<file path="config.mk">
export PLATFORM = sky130hd
export DESIGN_NAME = beam_cfg_serializer
export DESIGN_NICKNAME = d
export VERILOG_FILES = /design/src/rtl/beam_cfg_pkg.sv /design/src/rtl/sclk_tick_gen.sv /design/src/rtl/beam_cfg_serializer.sv
export SDC_FILE = /design/constraint.sdc
export NUM_CORES = 1
export LEC_CHECK = 0
export CAP_MARGIN = 20
export CORE_MARGIN = 10
export CORE_UTILIZATION = 50
export DETAILED_ROUTE_END_ITERATION = 8
export GPL_TIMING_DRIVEN = 0
export PLACE_DENSITY = 0.74
export SETUP_SLACK_MARGIN = 0.5
export SLEW_MARGIN = 25
export SYNTH_ARGS = -nofsm -noshare
export SYNTH_HDL_FRONTEND = slang
export SYNTH_HIERARCHICAL = 1
export SYNTH_SLANG_ARGS = --single-unit
</file>
<file path="constraint.sdc">
create_clock -name clk -period 2.16 [get_ports clk]
set_input_delay 0.216 -clock clk [delete_from_list [all_inputs] [get_ports clk]]
set_output_delay 0.216 -clock clk [all_outputs]
set_load 0.01 [all_outputs]
</file>
<file path="src/rtl/beam_cfg_pkg.sv">
// Shared types and defaults for the beam configuration serializer.
// FSM state encoding and default frame width / SCLK divider.
package beam_cfg_pkg;

  localparam int CFG_WIDTH = 16;
  localparam int SCLK_DIV  = 4;

  typedef enum logic [1:0] {
    IDLE  = 2'd0,
    SHIFT = 2'd1,
    LATCH = 2'd2
  } state_t;

endpackage

</file>
<file path="src/rtl/sclk_tick_gen.sv">
// Divider: tick every CLK_DIV cycles while en=1, held cleared while en=0.
// Ports: clk, rst (sync, active high), en, tick (combinational pulse).
module sclk_tick_gen
  import beam_cfg_pkg::*;
#(
  parameter int CLK_DIV = SCLK_DIV
) (
  input  logic clk,
  input  logic rst,
  input  logic en,
  output logic tick
);

  localparam int DW = (CLK_DIV > 1) ? $clog2(CLK_DIV) : 1;
  localparam logic [DW-1:0] TC = DW'(CLK_DIV - 1);

  logic [DW-1:0] cnt;

  always_ff @(posedge clk) begin
    if (rst || !en)
      cnt <= '0;
    else if (cnt == TC)
      cnt <= '0;
    else
      cnt <= cnt + DW'(1);
  end

  assign tick = en && (cnt == TC);

endmodule

</file>
<file path="src/rtl/beam_cfg_serializer.sv">
// Shifts a config word out as SCLK/SDATA, then pulses LE (sle) and done.
// Ports: clk, rst, cfg_word, cfg_load, auto_en -> ready, sclk, sdata, sle, done, cfg_drop.
module beam_cfg_serializer
  import beam_cfg_pkg::*;
#(
  parameter int WIDTH        = CFG_WIDTH,
  parameter int CLK_DIV      = SCLK_DIV,
  parameter int LATCH_CYCLES = 2,
  parameter bit MSB_FIRST    = 1'b1
) (
  input  logic             clk,
  input  logic             rst,
  input  logic [WIDTH-1:0] cfg_word,
  input  logic             cfg_load,
  input  logic             auto_en,
  output logic             ready,
  output logic             sclk,
  output logic             sdata,
  output logic             sle,
  output logic             done,
  output logic             cfg_drop
);

  localparam int BW = $clog2(WIDTH + 1);
  localparam int LW = (LATCH_CYCLES > 1) ? $clog2(LATCH_CYCLES) : 1;
  localparam logic [BW-1:0] BIT_TC = BW'(WIDTH);
  localparam logic [LW-1:0] LAT_TC = LW'(LATCH_CYCLES - 1);

  state_t           state, state_n;
  logic [WIDTH-1:0] sreg, sreg_n;
  logic [WIDTH-1:0] last_sent, last_n;
  logic [WIDTH-1:0] shifted;
  logic [BW-1:0]    bit_cnt, bit_n;
  logic [LW-1:0]    lcnt, lcnt_n;
  logic             sclk_n, sdata_n, sle_n;
  logic             done_n, ready_n, drop_n;
  logic             start, tick;

  function automatic logic head(input logic [WIDTH-1:0] w);
    return MSB_FIRST ? w[WIDTH-1] : w[0];
  endfunction

  sclk_tick_gen #(.CLK_DIV(CLK_DIV)) u_tick (
    .clk  (clk),
    .rst  (rst),
    .en   (state == SHIFT),
    .tick (tick)
  );

  assign start   = cfg_load || (auto_en && (cfg_word != last_sent));
  assign shifted = MSB_FIRST ? (sreg << 1) : (sreg >> 1);

  always_ff @(posedge clk) begin
    if (rst) begin
      state     <= IDLE;
      sreg      <= '0;
      last_sent <= '0;
      bit_cnt   <= '0;
      lcnt      <= '0;
      ready     <= 1'b1;
      sclk      <= 1'b0;
      sdata     <= 1'b0;
      sle       <= 1'b0;
      done      <= 1'b0;
      cfg_drop  <= 1'b0;
    end else begin
      state     <= state_n;
      sreg      <= sreg_n;
      last_sent <= last_n;
      bit_cnt   <= bit_n;
      lcnt      <= lcnt_n;
      ready     <= ready_n;
      sclk      <= sclk_n;
      sdata     <= sdata_n;
      sle       <= sle_n;
      done      <= done_n;
      cfg_drop  <= drop_n;
    end
  end

  always_comb begin
    state_n = state;
    sreg_n  = sreg;
    last_n  = last_sent;
    bit_n   = bit_cnt;
    lcnt_n  = lcnt;
    ready_n = ready;
    sclk_n  = sclk;
    sdata_n = sdata;
    sle_n   = sle;
    done_n  = 1'b0;
    // Auto-mode word changes while busy are not drops; they
    // are re-evaluated against last_sent once back in IDLE.
    drop_n  = cfg_load && (state != IDLE);
    unique case (state)
      IDLE: begin
        if (start) begin
          sreg_n  = cfg_word;
          last_n  = cfg_word;
          sdata_n = head(cfg_word);
          sclk_n  = 1'b0;
          bit_n   = '0;
          ready_n = 1'b0;
          state_n = SHIFT;
        end
      end
      SHIFT: begin
        if (tick) begin
          unique case (1'b1)
            !sclk: begin
              sclk_n = 1'b1;
              bit_n  = bit_cnt + BW'(1);
            end
            sclk && (bit_cnt == BIT_TC): begin
              sclk_n  = 1'b0;
              sdata_n = 1'b0;
              sle_n   = 1'b1;
              lcnt_n  = '0;
              state_n = LATCH;
            end
            default: begin
              sclk_n  = 1'b0;
              sreg_n  = shifted;
              sdata_n = head(shifted);
            end
          endcase
        end
      end
      LATCH: begin
        if (lcnt == LAT_TC) begin
          sle_n   = 1'b0;
          done_n  = 1'b1;
          ready_n = 1'b1;
          state_n = IDLE;
        end else begin
          lcnt_n = lcnt + LW'(1);
        end
      end
      default: state_n = IDLE;
    endcase
  end

endmodule
</file>
==> results.json <==
{
  "outcome": "finished clean",
  "crit_slowest_cell": "nor4_2",
  "min_period_ns": 2.04,
  "top_layer": "met4",
  "core-area_sq_mm": 0.00485,
  "muxShareOfSynthArea_pct": 19.7,
  "synth-simple-area-share_pct": 21.1,
  "die_y_microns": 91.5,
  "fin_crit_sh_pct": 94.2,
  "syn_inst": 271,
  "end_kind": "flop",
  "post-route-util_pct": 72.8,
  "dp_cells": 363,
  "cp_num_buf_inv": 3,
  "max_freq_mhz": 491,
  "cts_sinks": 47,
  "maxSlewHeadroom_pct": 65.1,
  "grt_pass1_vias": 2157,
  "cts_hold_buf": 0,
  "path_max_fanout": 5,
  "synth_enable_flop_cells": 0,
  "start_util_pct": 52.7,
  "cts_max_path_buffers": 2,
  "rsz0062_at_grt": "yes",
  "setup_viol": 0,
  "synth.most_common_cell": "dfxtp_1",
  "max_cap_viol_count": 0,
  "dp_hpwl_mm": 4.12,
  "synth_cell_type_count": 45,
  "power_density_mw_per_mm2": 608,
  "clock_latency_ns": 0.31,
  "synth.largest_area_cell": "dfxtp_1",
  "p_leak_uw": 0.00155,
  "die_area_sq_mm": 0.00837,
  "whs_ns": 0.222,
  "drt-wirelength-per-cell_microns": 16.7,
  "antenna_found_initial": 0,
  "drc": 0,
  "via_per_inst": 5.39,
  "cpMostUsedCell": "buf_6",
  "grt_pass1_wl_mm": 10.7,
  "routed_wl_mm": 6.63,
  "cts_root_buf": "clkbuf_8",
  "synth_fa_ha_area_share_pct": 1.47,
  "hold_violations": 0,
  "drt_pass1_iterations": 4,
  "worstSetupPathType": "flop to flop",
  "finalWorstSetupSlack_ns": 0.125,
  "first_iter_violations": 124,
  "finalPower_uw": 2150,
  "path_cells": "xor2_1, nor4_2, nand4_2, buf_6, a22oi_2, buf_6, clkbuf_16, mux2i_1",
  "portBuffers": 25,
  "tightestPinTransition_ns": 0.523,
  "netlist.area_leader.share_pct": 36.8,
  "wl_met1_mm": 2.85,
  "synth_nets": 294,
  "gp_congestion": 0.803,
  "yosys-top-cells-area": "dfxtp_1 (37%), mux2i_1 (12%), nand2_1 (5.9%)",
  "max_stage_delay_ns": 0.39,
  "rows": 25,
  "ant_nets": 0,
  "syn_avg_cell_area_sq_um": 9.43,
  "final_nets": 352,
  "skew_ns": 0.0103,
  "grt_use_total_pct": 15.5,
  "yosys.area_share.xor_xnor_pct": 5.48,
  "path_delay_family": "simple AND/OR/NAND/NOR gates",
  "numCtsBuffers": 5,
  "cts_max_level": 2,
  "cts.reportedPaths.clkPinSlew_ns": 0.09,
  "syn2layout_area_growth_pct": 38.2,
  "yosysWarningCount": 6,
  "slew_viol_final": 0,
  "drive_gt1_share_pct": 29.8,
  "worstHoldPathType": "input port to flop",
  "synth_common_cells": "dfxtp_1 (47), nand2_1 (40), mux2i_1 (30), nor2_1 (19), nor2b_1 (17)",
  "worstPathRequired_ns": 2.40,
  "num_antenna_cells": 0,
  "vias": 2133,
  "stdcell_count": 396,
  "grt_max_degree": 14,
  "die_w_microns": 91.5,
  "synth_top_family_by_area": "simple AND/OR/NAND/NOR gates",
  "num_io_pins": 26,
  "fillerInstances": 346,
  "yosysSeqAreaShare_pct": 36.8,
  "async_reset_ff_share_pct": 0,
  "gr-total-overflow": 0,
  "arrival_ns": 2.28,
  "syn-cell-area_sq_mm": 0.00255,
  "route.met2.wl_mm": 3.35,
  "cts_tree": "yes",
  "ir_worst_vdd_uv": 412,
  "synth_compound_area_share_pct": 9.94,
  "ys.flop_type": "dfxtp_1",
  "pre_cts_ws_ns": -0.253,
  "cp-start-kind": "flop",
  "synth_seq_cells": 47,
  "met3_length_microns": 323
}
## registers in the layout (all words and copies together) (netlist names)
register,cells
bit_cnt,5
cfg_drop,1
done,1
last_sent,16
lcnt,1
ready,1
sclk,1
sdata,1
sle,1
sreg,15
state,2
u_tick/cnt,2
## cells by family (layout without fill, tap and decap cells)
kind of cell / after synthesis / after routing
flip-flops: 47 / 47
XOR/XNOR: 16 / 16
buffers and inverters: 23 / 81
multiplexers: 45 / 45
AO/OA/AOI/OAI: 37 / 37
adder cells (fa/ha/maj): 3 / 3
AND/OR/NAND/NOR: 100 / 100
## where the power goes
group / total, uW / leakage, uW / switching [uW] / internal [uW]
logic: 549 / 0.00111 / 254 / 294
clock network: 632 / 0.0000513 / 293 / 340
registers: 965 / 0.000388 / 37.4 / 927
## path summary, 6_finish.rpt
kind                       from       endpoint  slack, ns  cells past startpoint
setup reg to reg   last_sent[7]  last_sent[11]       0.12                      8
setup / recovery   last_sent[7]  last_sent[11]       0.12                      8
hold / removal      cfg_word[1]   last_sent[1]       0.22                      3
hold reg to reg   u_tick/cnt[0]  u_tick/cnt[0]       0.45                      1
## worst register-to-register path, stage by stage (launching register included)
cell and delay (ns):
dfxtp_2 0.33, xor2_1 0.16, nor4_2 0.39, nand4_2 0.22
buf_6 0.18, a22oi_2 0.17, buf_6 0.17, clkbuf_16 0.15
mux2i_1 0.18
## cell usage in the layout (no fill, tap or decap), drive strengths merged, types with 14 or more instances in the layout
| cell | instances |
|---|---|
| nor2b | 17 |
| mux2 | 15 |
| buf | 32 |
| clkdlybuf4s50 | 14 |
| nor2 | 19 |
| nand2 | 40 |
| clkbuf | 16 |
| mux2i | 30 |
| dfxtp | 47 |
| xor2 | 16 |
## repair_timing
action,4_1_cts,5_1_grt
gates cloned,1,1
pin swaps,13,15
setup endpoints to repair,41,42
resized for setup,40,25
setup buffers,18,6
## through the flow
stage	cell area [sq um]	TNS, ns
global placement	2910	-3.70
global route	3530	0
finish	3530	0
detailed placement	2910	-4.08
CTS	3350	0
floorplan	2580	0
## per-layer routing
metal / track usage [%] / up-vias
li1: - / 1044
met4: 4.96 / 0
met1: 17.8 / 1014
met5: 0 / -
met3: 4.12 / 14
met2: 27.2 / 61
## cell type report
| cell class | count | area (sq um) | share of cell area, % |
|---|---|---|---|
| timing repair buffer | 51 | 543 | 15.4 |
| sequential | 47 | 950 | 26.9 |
| tap | 67 | 83.8 | 2.37 |
| inverter | 7 | 26.3 | 0.744 |
| buffer | 16 | 143 | 4.04 |
| clock inverter | 1 | 30.0 | 0.850 |
| multi-input combinational | 201 | 1680 | 47.7 |
| clock buffer | 6 | 72.6 | 2.06 |
No activity file was read; power rests on OpenSTA's default activity.
